### config.mk
export PLATFORM = sky130hd
export DESIGN_NAME = miriscv_lsu
export DESIGN_NICKNAME = d
export VERILOG_FILES = /design/src/rtl/miriscv_lsu.sv
export SDC_FILE = /design/constraint.sdc
export NUM_CORES = 1
export LEC_CHECK = 0
export CAP_MARGIN = 30
export CORE_MARGIN = 4
export CORE_UTILIZATION = 24
export CTS_CLUSTER_DIAMETER = 50
export DETAILED_ROUTE_END_ITERATION = 7
export GPL_TIMING_DRIVEN = 0
export PLACE_DENSITY = 0.83
export SETUP_SLACK_MARGIN = 0.15
export SLEW_MARGIN = 20
export SYNTH_ARGS = -nofsm -noshare
export SYNTH_HDL_FRONTEND = slang
export SYNTH_SLANG_ARGS = --single-unit
### constraint.sdc
create_clock -name clk_i -period 1.7 [get_ports clk_i]
set_input_delay 0.34 -clock clk_i [delete_from_list [all_inputs] [get_ports clk_i]]
set_output_delay 0.34 -clock clk_i [all_outputs]
set_load 0.1 [all_outputs]
### src/rtl/miriscv_lsu.sv
// Load-store unit: turns core load/store requests into word-aligned bus accesses and
// extends returned load data. Define MIRISCV_LSU_MISALIGN_TRAP_EN to flag misaligned H/W.
module miriscv_lsu (
    input  logic        clk_i,
    input  logic        rst_i,

    input  logic        lsu_req_i,
    input  logic        lsu_we_i,
    input  logic [2:0]  lsu_size_i,
    input  logic [31:0] lsu_addr_i,
    input  logic [31:0] lsu_data_i,
    output logic [31:0] lsu_data_o,
    output logic        lsu_stall_req_o,
    output logic        lsu_misalign_o,

    input  logic [31:0] data_rdata_i,
    output logic        data_req_o,
    output logic        data_we_o,
    output logic [3:0]  data_be_o,
    output logic [31:0] data_addr_o,
    output logic [31:0] data_wdata_o
);

    typedef enum logic {
        StIdle,
        StWait
    } state_e;

    state_e      r_state;
    state_e      w_state_next;
    logic [2:0]  r_size;
    logic [1:0]  r_off;
    logic        r_we;

    logic        w_misalign;
    logic        w_start;
    logic [3:0]  w_be;
    logic [31:0] w_wdata;
    logic [7:0]  w_byte;
    logic [15:0] w_half;
    logic [31:0] w_load;

`ifdef MIRISCV_LSU_MISALIGN_TRAP_EN
    assign w_misalign = ((lsu_size_i[1:0] == 2'b01) && lsu_addr_i[0])
                     || ((lsu_size_i == 3'b010) && (lsu_addr_i[1:0] != 2'b00));
`else
    assign w_misalign = 1'b0;
`endif

    assign w_start = (r_state == StIdle) && lsu_req_i && !w_misalign && !rst_i;

    // size[2] only selects sign/zero extension, so lane decode looks at size[1:0] alone
    always_comb begin
        w_be    = 4'b1111;
        w_wdata = lsu_data_i;
        case (lsu_size_i[1:0])
            2'b00: begin
                w_be    = 4'b0001 << lsu_addr_i[1:0];
                w_wdata = {4{lsu_data_i[7:0]}};
            end
            2'b01: begin
                w_be    = lsu_addr_i[1] ? 4'b1100 : 4'b0011;
                w_wdata = {2{lsu_data_i[15:0]}};
            end
            default: begin
                w_be    = 4'b1111;
                w_wdata = lsu_data_i;
            end
        endcase
    end

    always_comb begin
        w_byte = data_rdata_i[7:0];
        case (r_off)
            2'b00:   w_byte = data_rdata_i[7:0];
            2'b01:   w_byte = data_rdata_i[15:8];
            2'b10:   w_byte = data_rdata_i[23:16];
            default: w_byte = data_rdata_i[31:24];
        endcase
        w_half = r_off[1] ? data_rdata_i[31:16] : data_rdata_i[15:0];
    end

    always_comb begin
        w_load = data_rdata_i;
        case (r_size)
            3'b000:  w_load = {{24{w_byte[7]}}, w_byte};
            3'b100:  w_load = {24'h0, w_byte};
            3'b001:  w_load = {{16{w_half[15]}}, w_half};
            3'b101:  w_load = {16'h0, w_half};
            default: w_load = data_rdata_i;
        endcase
    end

    always_comb begin
        w_state_next    = r_state;
        data_req_o      = 1'b0;
        data_we_o       = 1'b0;
        data_be_o       = 4'b0000;
        data_addr_o     = 32'h0;
        data_wdata_o    = 32'h0;
        lsu_stall_req_o = 1'b0;
        lsu_misalign_o  = 1'b0;
        lsu_data_o      = 32'h0;

        case (r_state)
            StIdle: begin
                if (lsu_req_i) begin
                    if (w_misalign) begin
                        lsu_misalign_o = 1'b1;
                    end else begin
                        data_req_o      = 1'b1;
                        lsu_stall_req_o = 1'b1;
                        data_we_o       = lsu_we_i;
                        data_be_o       = w_be;
                        data_addr_o     = {lsu_addr_i[31:2], 2'b00};
                        data_wdata_o    = w_wdata;
                        w_state_next    = StWait;
                    end
                end
            end
            StWait: begin
                // The core still presents the same instruction here; its request is not re-taken.
                w_state_next = StIdle;
                if (!r_we) begin
                    lsu_data_o = w_load;
                end
            end
            default: w_state_next = StIdle;
        endcase

        if (rst_i) begin
            w_state_next    = StIdle;
            data_req_o      = 1'b0;
            data_we_o       = 1'b0;
            data_be_o       = 4'b0000;
            data_addr_o     = 32'h0;
            data_wdata_o    = 32'h0;
            lsu_stall_req_o = 1'b0;
            lsu_misalign_o  = 1'b0;
            lsu_data_o      = 32'h0;
        end
    end

    always_ff @(posedge clk_i) begin
        if (rst_i) begin
            r_state <= StIdle;
            r_size  <= 3'b000;
            r_off   <= 2'b00;
            r_we    <= 1'b0;
        end else begin
            r_state <= w_state_next;
            if (w_start) begin
                r_size <= lsu_size_i;
                r_off  <= lsu_addr_i[1:0];
                r_we   <= lsu_we_i;
            end
        end
    end

endmodule
==> flow_summary.rst, run 1 <==
.. list-table::
   :header-rows: 1

   * - Metric
     - Value
   * - Commonest register cell after synthesis
     - sky130_fd_sc_hd__dfxtp_1
   * - Sequential-to-total area share from yosys stat
     - 0.0821
   * - Count of port buffers added during placement
     - 201
   * - Worst Setup Slack post-DPL
     - -1.73 ns
   * - Run status
     - did not finish
   * - Proportion of register bits with asynchronous set or reset after synthesis
     - 0
   * - Cell accounting for the most synthesized area
     - sky130_fd_sc_hd__and2_1
   * - Pin count of the biggest net entering global routing
     - 11
   * - Total CTS buffers
     - 3
   * - Cells after synthesis
     - 289
   * - Yosys warns
     - 0
   * - Clk sinks
     - 7
   * - Synth Area per Inst
     - 5.91 um^2
   * - # rows
     - 30
   * - Classification of the worst endpoint
     - output port
   * - Die W
     - 92.4 um
   * - Post-detailed-placement half-perimeter wirelength
     - 8410 um
   * - Most numerous cell in the Yosys netlist
     - sky130_fd_sc_hd__nand2_1
   * - Most frequent cells after synthesis
     - 47 x sky130_fd_sc_hd__nand2_1, 40 x sky130_fd_sc_hd__a21oi_1, 39 x sky130_fd_sc_hd__and2_1
   * - Clk Tree Root Cell
     - sky130_fd_sc_hd__clkbuf_8
   * - Worst endpoint, post-GRT repair
     - lsu_data_o[26]
   * - Floorplan die height
     - 92.4 um
   * - Post-CTS Hold Buffers
     - 0
   * - Proportion of netlist area held by the largest area contributor
     - 0.143
   * - Netlist Area Pre-Place
     - 0.00171 mm^2
   * - First reported error
     - [ERROR GRT-0232] Routing congestion too high. Check the congestion heatmap in the GUI.
   * - Global Route Usage Sum
     - 0.689
   * - EDFF count, synth
     - 0
   * - Number of antenna violations at the first check in global routing
     - 1
   * - Maximum buffer depth of the clock tree
     - 2
   * - Number of levels in the clock H-tree
     - 1
   * - Flop and latch count out of synthesis
     - 7
   * - Unique masters post-synth
     - 27
   * - Synth area leaders
     - sky130_fd_sc_hd__and2_1 14%, sky130_fd_sc_hd__mux2i_1 12%, sky130_fd_sc_hd__a21oi_1 12%
   * - Final Wtd Congestion
     - 0.876
   * - IO Count
     - 207
   * - Stage at which the run stopped
     - 5_1_grt
   * - Global route total overflow
     - 94
   * - Initial core utilization
     - 0.249
[layer usage]
layer	GRT overflow	GRT usage
met3	2	0.453
met1	0	0.657
met2	56	0.915
met4	36	0.798
met5	0	0
[stage by stage]
stage | cell area, um^2 | utilization | instances
2_1_floorplan | 2660 | - | 291
3_3_place_gp | 4790 | 0.697 | 588
3_5_place_dp | 4790 | 0.697 | 588
4_1_cts | 6530 | 0.950 | 633
[timing repair]
item,in CTS
cloned,8
pin swaps,21
resized for setup,996
setup buffers,33
endpoints found under the setup margin,101
[cell families after synthesis]
logic type             share of synthesized area
other                                    0.00220
AND/OR/NAND/NOR                            0.406
flip-flops                                0.0820
buffers and inverters                     0.0996
AO/OA/AOI/OAI                              0.241
multiplexers                               0.169
==> inputs of run 2 (changes only) <==
CORE_UTILIZATION = 20   (was 24)
CTS_CLUSTER_DIAMETER = default   (was 50)
PLACE_DENSITY = default   (was 0.83)
PLACE_DENSITY_LB_ADDON = 0.15   (was default)
SETUP_SLACK_MARGIN = default   (was 0.15)
clock period = 2.21 ns   (was 1.7 ns; I/O delays follow)
==> flow_summary.rst, run 2 <==
.. list-table::
   :header-rows: 1

   * - Metric
     - Value
   * - Shortest period the worst path allows
     - 2.31 ns
   * - Ratio of routed vias to standard cells
     - 4.70
   * - Clk Tree Root Cell
     - sky130_fd_sc_hd__clkbuf_8
   * - Total CTS buffers
     - 3 (unchanged)
   * - RSZ-0062 raised after global routing
     - true
   * - Cell count of the worst reg-to-reg path
     - 6
   * - Vias in the first global route
     - 3,196
   * - Pleak
     - roughly 2.2 nW
   * - Post-detailed-placement half-perimeter wirelength
     - 8480 um (+0.74%)
   * - Fraction of final layout cells with drive strength greater than 1
     - 0.544
   * - Post-CTS Hold Buffers
     - 0 (unchanged)
   * - Cell accounting for the most synthesized area
     - sky130_fd_sc_hd__and2_1
   * - Number of maximum-capacitance violations
     - 0
   * - Run status
     - finished with violations
   * - Highest Clock Rate
     - between 0.4 and 0.5 GHz
   * - Fraction of the core area covered by cells at the end of the flow
     - 0.653
   * - IO Count
     - 207 (unchanged)
   * - Hold Crit Depth
     - 2
   * - Crit path capture type
     - output pin
   * - Post-layout instance count excluding filler cells
     - 623
   * - Placed inst area
     - 0.00447 mm^2 (-6.7%)
   * - Most common cell after layout, fill and taps aside
     - sky130_fd_sc_hd__clkdlybuf4s50_1
   * - Synth Area per Inst
     - 5.91 um^2 (unchanged)
   * - Vias after detailed routing
     - 2,925
   * - Largest clock skew in the final design
     - 0.00209 ns
   * - Highest-count cells in the layout ignoring fill and taps
     - 94 x sky130_fd_sc_hd__clkdlybuf4s50_1, 40 x sky130_fd_sc_hd__buf_6, 39 x sky130_fd_sc_hd__buf_12
   * - Final number of setup-violating endpoints
     - 24
   * - Yosys warns
     - 0 (unchanged)
   * - Number of antenna violations at the first check in global routing
     - 0
   * - Largest register FFs
     - 3
   * - Total count of max-transition violations in the final report
     - 0
   * - Worst setup slack after layout
     - -0.102 ns
   * - Cells after synthesis
     - 289 (unchanged)
   * - Initial core utilization
     - 0.207 (-0.0418)
   * - Sequential-to-total area share from yosys stat
     - 0.0821 (unchanged)
   * - Core outline area
     - around 0.0083 mm^2
   * - Drt first pass iters
     - 4
   * - Wire length of the first global-routing pass
     - 16,900 um
   * - Source-to-sink clock delay at the later pin of the worst-skew pair
     - 0.23 ns
   * - Area delta synth->final
     - 216%
   * - Number of diodes
     - 0
   * - Hold Path Class
     - input pin to register
   * - Proportion of register bits with asynchronous set or reset after synthesis
     - 0 (unchanged)
   * - Worst setup path class
     - input pin to output pin
   * - Synth area leaders
     - sky130_fd_sc_hd__and2_1 14%, sky130_fd_sc_hd__mux2i_1 12%, sky130_fd_sc_hd__a21oi_1 12%
   * - Design Area, Final
     - ~0.0054 mm^2
   * - Floorplan die height
     - 100 um (+8.7%)
   * - Routed wirelength normalized by instance count
     - 17.9 um
   * - # rows
     - 33 (+10%)
   * - Most numerous cell in the Yosys netlist
     - sky130_fd_sc_hd__nand2_1
   * - Clock transition at the register clock pins on the worst setup and hold paths after CTS
     - approximately 0.04 ns
   * - Global route total overflow
     - 0
   * - Data arrival time of the critical path
     - 1.87 ns
   * - Failing checks
     - setup timing
   * - Register containing the most flip-flops in the final layout
     - r_size
   * - Destination of the worst hold path
     - r_off[0]
   * - Clk sinks
     - 7 (unchanged)
   * - Drt initial violations
     - 78
   * - Placed Instances
     - 600 (+2.0%)
   * - Proportion of netlist area held by the largest area contributor
     - 0.143 (unchanged)
   * - Count of nets after finishing
     - 622
   * - Total power per unit cell area
     - 328 mW/mm^2
   * - Setup slack, reg-to-reg
     - 1.00 ns
   * - Maximum buffer depth of the clock tree
     - 2 (unchanged)
   * - Number of levels in the clock H-tree
     - 1 (unchanged)
   * - EDFF count, synth
     - 0 (unchanged)
   * - Peak supply drop
     - 0.193 mV
   * - Destination of the worst register-to-register timing path
     - r_state
   * - Most frequent cells after synthesis
     - 47 x sky130_fd_sc_hd__nand2_1, 40 x sky130_fd_sc_hd__a21oi_1, 39 x sky130_fd_sc_hd__and2_1
   * - Total Wirelength
     - around 11,000 um
   * - Die W
     - 100 um (+8.7%)
   * - Data required time at the worst endpoint
     - 1.77 ns
   * - TritonCTS clock tree
     - yes
   * - DRT antenna net count
     - 0
   * - Netlist Area Pre-Place
     - 0.00171 mm^2 (unchanged)
   * - Area of the die
     - 0.0101 mm^2
   * - Hold violation total from the final report
     - 0
   * - Critical R2R Launch
     - r_state
   * - DRC violation count after routing
     - 0
   * - Final critical-path share of the clock period
     - 1.05
   * - Flop and latch count out of synthesis
     - 7 (unchanged)
   * - Worst Hold Launch
     - rst_i
   * - Kind of start point of the critical path
     - input pin
   * - Commonest register cell after synthesis
     - sky130_fd_sc_hd__dfxtp_1
   * - Count of port buffers added during placement
     - 201 (unchanged)
   * - Registers with the highest flip-flop counts
     - r_size x3, r_off x2
   * - Unique masters post-synth
     - 27 (unchanged)
   * - Maximum net fanout on the critical path
     - 5
   * - Pin count of the biggest net entering global routing
     - 12
   * - Final Wtd Congestion
     - 0.875 (about the same)
   * - Global Route Usage Sum
     - 0.210
-- run 2: worst max path at each step --
stage | depth (start not counted) | slack [ns] | to | from
after detailed placement | 7 | -1.51 | lsu_data_o[22] | data_rdata_i[31]
after global placement | 7 | -1.48 | lsu_data_o[29] | data_rdata_i[31]
after floorplan | 5 | -0.23 | data_wdata_o[16] | lsu_req_i
after CTS | 8 | -0.19 | lsu_data_o[23] | r_off[1]
final | 8 | -0.10 | lsu_data_o[24] | data_rdata_i[7]
after global routing | 7 | -0.17 | lsu_data_o[28] | r_off[1]
-- run 2: layer usage --
| metal | vias up | part of all wire | GRT usage |
|---|---|---|---|
| met4 | 0 | 0.020 | 0.0549 |
| met5 | - | 0 | 0 |
| met2 | 118 | 0.54 | 0.387 |
| met1 | 1372 | 0.38 | 0.248 |
| li1 | 1418 | - | - |
| met3 | 17 | 0.060 | 0.0396 |
-- run 2: cells by family (layout without fill, tap and decap cells) --
group,count (synthesis),count (layout),synth area share
AO/OA/AOI/OAI,77,77,0.241
buffers and inverters,35,262,0.0996
flip-flops,7,7,0.0820
multiplexers,28,28,0.169
other,1,3,0.00220
AND/OR/NAND/NOR,141,141,0.406
-- run 2: worst max-delay path, cell delays in order --
cell and delay (ns):
sky130_fd_sc_hd__dlygate4sd2_1 0.27, sky130_fd_sc_hd__mux2i_4 0.22, sky130_fd_sc_hd__o32ai_4 0.15, sky130_fd_sc_hd__o2111ai_4 0.26, sky130_fd_sc_hd__buf_4 0.17, sky130_fd_sc_hd__buf_12 0.13, sky130_fd_sc_hd__nand2_4 0.06, sky130_fd_sc_hd__buf_12 0.16
-- run 2: power by group --
| part | internal [mW] | switching, mW |
|---|---|---|
| Sequential | 0.134 | 0.00950 |
| Combinational | 0.555 | 0.897 |
| Clock | 0.125 | 0.0529 |
| Total | 0.813 | 0.959 |
-- run 2: repair_timing --
| item | 4_1_cts | 5_1_grt |
|---|---|---|
| buffers inserted | 13 | 9 |
| gates resized for setup | 832 | 23 |
| setup endpoints to repair | 101 | 43 |
| cloned | 3 | 0 |
| pin swaps | 6 | 5 |
-- run 2: layout make-up --
class	count	area [um^2]
fillers	671	2860
repair buffers	224	2800
multi-input cells	249	2020
plain buffers	27	220
flip-flops and latches	7	151
well taps	105	131
clock buffers	4	45.0
inverters	7	28.8
-- run 2: metrics by stage --
stage	hold WS (ns)	setup slack [ns]	power (mW)	TNS [ns]
final	0.490	-0.102	1.77	-1.81
after global placement	0.529	-1.48	1.38	-129.40
after global routing	0.496	-0.171	1.84	-3.95
after floorplan	0.521	-0.229	1.00	-4.11
after detailed placement	0.557	-1.51	1.40	-130.53
after CTS	0.492	-0.189	1.75	-4.00
Note: power is estimated with default switching activity, not from simulation.
==> inputs of run 3 (changes only) <==
CORE_UTILIZATION = 27   (was 20)
PLACE_DENSITY = 0.86   (was default)
PLACE_DENSITY_LB_ADDON = default   (was 0.15)
==> flow_summary.rst, run 3 <==
.. list-table::
   :header-rows: 1

   * - Metric
     - Value
   * - Run status
     - did not finish
   * - Stage at which the run stopped
     - 5_1_grt
   * - First reported error
     - [ERROR DPL-0038] Utilization greater than 100%, impossible to legalize
   * - Worst endpoint, post-GRT repair
     - lsu_data_o[23]
   * - Proportion of netlist area held by the largest area contributor
     - 0.143 (unchanged)
   * - Commonest register cell after synthesis
     - sky130_fd_sc_hd__dfxtp_1
   * - Netlist Area Pre-Place
     - 0.00171 mm^2 (unchanged)
   * - Cell accounting for the most synthesized area
     - sky130_fd_sc_hd__and2_1
   * - IO Count
     - 207 (unchanged)
   * - Compound-Gate Fraction of Synth Area
     - 0.241 (unchanged)
   * - Proportion of register bits with asynchronous set or reset after synthesis
     - 0 (unchanged)
   * - Post-synthesis share of cell area spent on full adders, half adders and majority gates
     - 0 (unchanged)
   * - Clk sinks
     - 7 (unchanged)
   * - Fraction of synthesized area in multiplexers
     - 0.169 (unchanged)
   * - Yosys warns
     - 0 (unchanged)
   * - Cells after synthesis
     - 289 (unchanged)
   * - Synthesized-area fraction occupied by and/or/nand/nor cells
     - 0.406 (unchanged)
   * - Most frequent cells after synthesis
     - 47 x sky130_fd_sc_hd__nand2_1, 40 x sky130_fd_sc_hd__a21oi_1, 39 x sky130_fd_sc_hd__and2_1
   * - Initial core utilization
     - 0.283 (+0.0766)
   * - EDFF count, synth
     - 0 (unchanged)
   * - Final Wtd Congestion
     - 0.837 (-4.4%)
   * - Pin count of the biggest net entering global routing
     - 12
   * - Classification of the worst endpoint
     - output port
   * - Clk Tree Root Cell
     - sky130_fd_sc_hd__clkbuf_8
   * - Die W
     - 87.5 um (-13%)
   * - Most numerous cell in the Yosys netlist
     - sky130_fd_sc_hd__nand2_1
   * - Maximum buffer depth of the clock tree
     - 2 (unchanged)
   * - Sequential-to-total area share from yosys stat
     - 0.0821 (unchanged)
   * - Main combinational cell family by area after synthesis
     - simple AND/OR/NAND/NOR gates
   * - Synth area leaders
     - sky130_fd_sc_hd__and2_1 14%, sky130_fd_sc_hd__mux2i_1 12%, sky130_fd_sc_hd__a21oi_1 12%
   * - Post-CTS Hold Buffers
     - 0 (unchanged)
   * - Number of levels in the clock H-tree
     - 1 (unchanged)
   * - Flop and latch count out of synthesis
     - 7 (unchanged)
   * - Post-detailed-placement half-perimeter wirelength
     - 8230 um (-2.9%)
   * - Synth Area per Inst
     - 5.91 um^2 (unchanged)
   * - Xor-xnor portion of the synthesized cell area
     - 0 (unchanged)
   * - Count of port buffers added during placement
     - 201 (unchanged)
   * - # rows
     - 28 (-15%)
   * - Total CTS buffers
     - 3 (unchanged)
   * - Unique masters post-synth
     - 27 (unchanged)
   * - Floorplan die height
     - 87.5 um (-13%)
==> run 3: cell counts after synthesis <==
Identical to the previous run, type by type.
==> run 3: metrics by stage <==
| stage | setup slack (ns) | util | std cells | cell area, um^2 | hold slack (ns) |
|---|---|---|---|---|---|
| 3_5_place_dp | -1.52 | 0.721 | 567 | 4350 | 0.546 |
| 3_3_place_gp | -1.48 | 0.721 | 567 | 4350 | 0.534 |
| 2_1_floorplan | -0.229 | - | 291 | 2240 | 0.521 |
| 4_1_cts | -0.0786 | 0.956 | 597 | 5760 | 0.480 |
==> run 3: logic make-up after synthesis <==
kind of cell,after synthesis
simple gates,141
compound gates,77
other cells,1
flops,7
buf+inv,35
mux,28
==> run 3: timing repair <==
| item | CTS |
|---|---|
| cloned | 8 |
| endpoints found under the setup margin | 101 |
| pin swaps | 8 |
| resized for setup | 954 |
| hold endpoints to repair | 0 |
| buffers inserted | 18 |
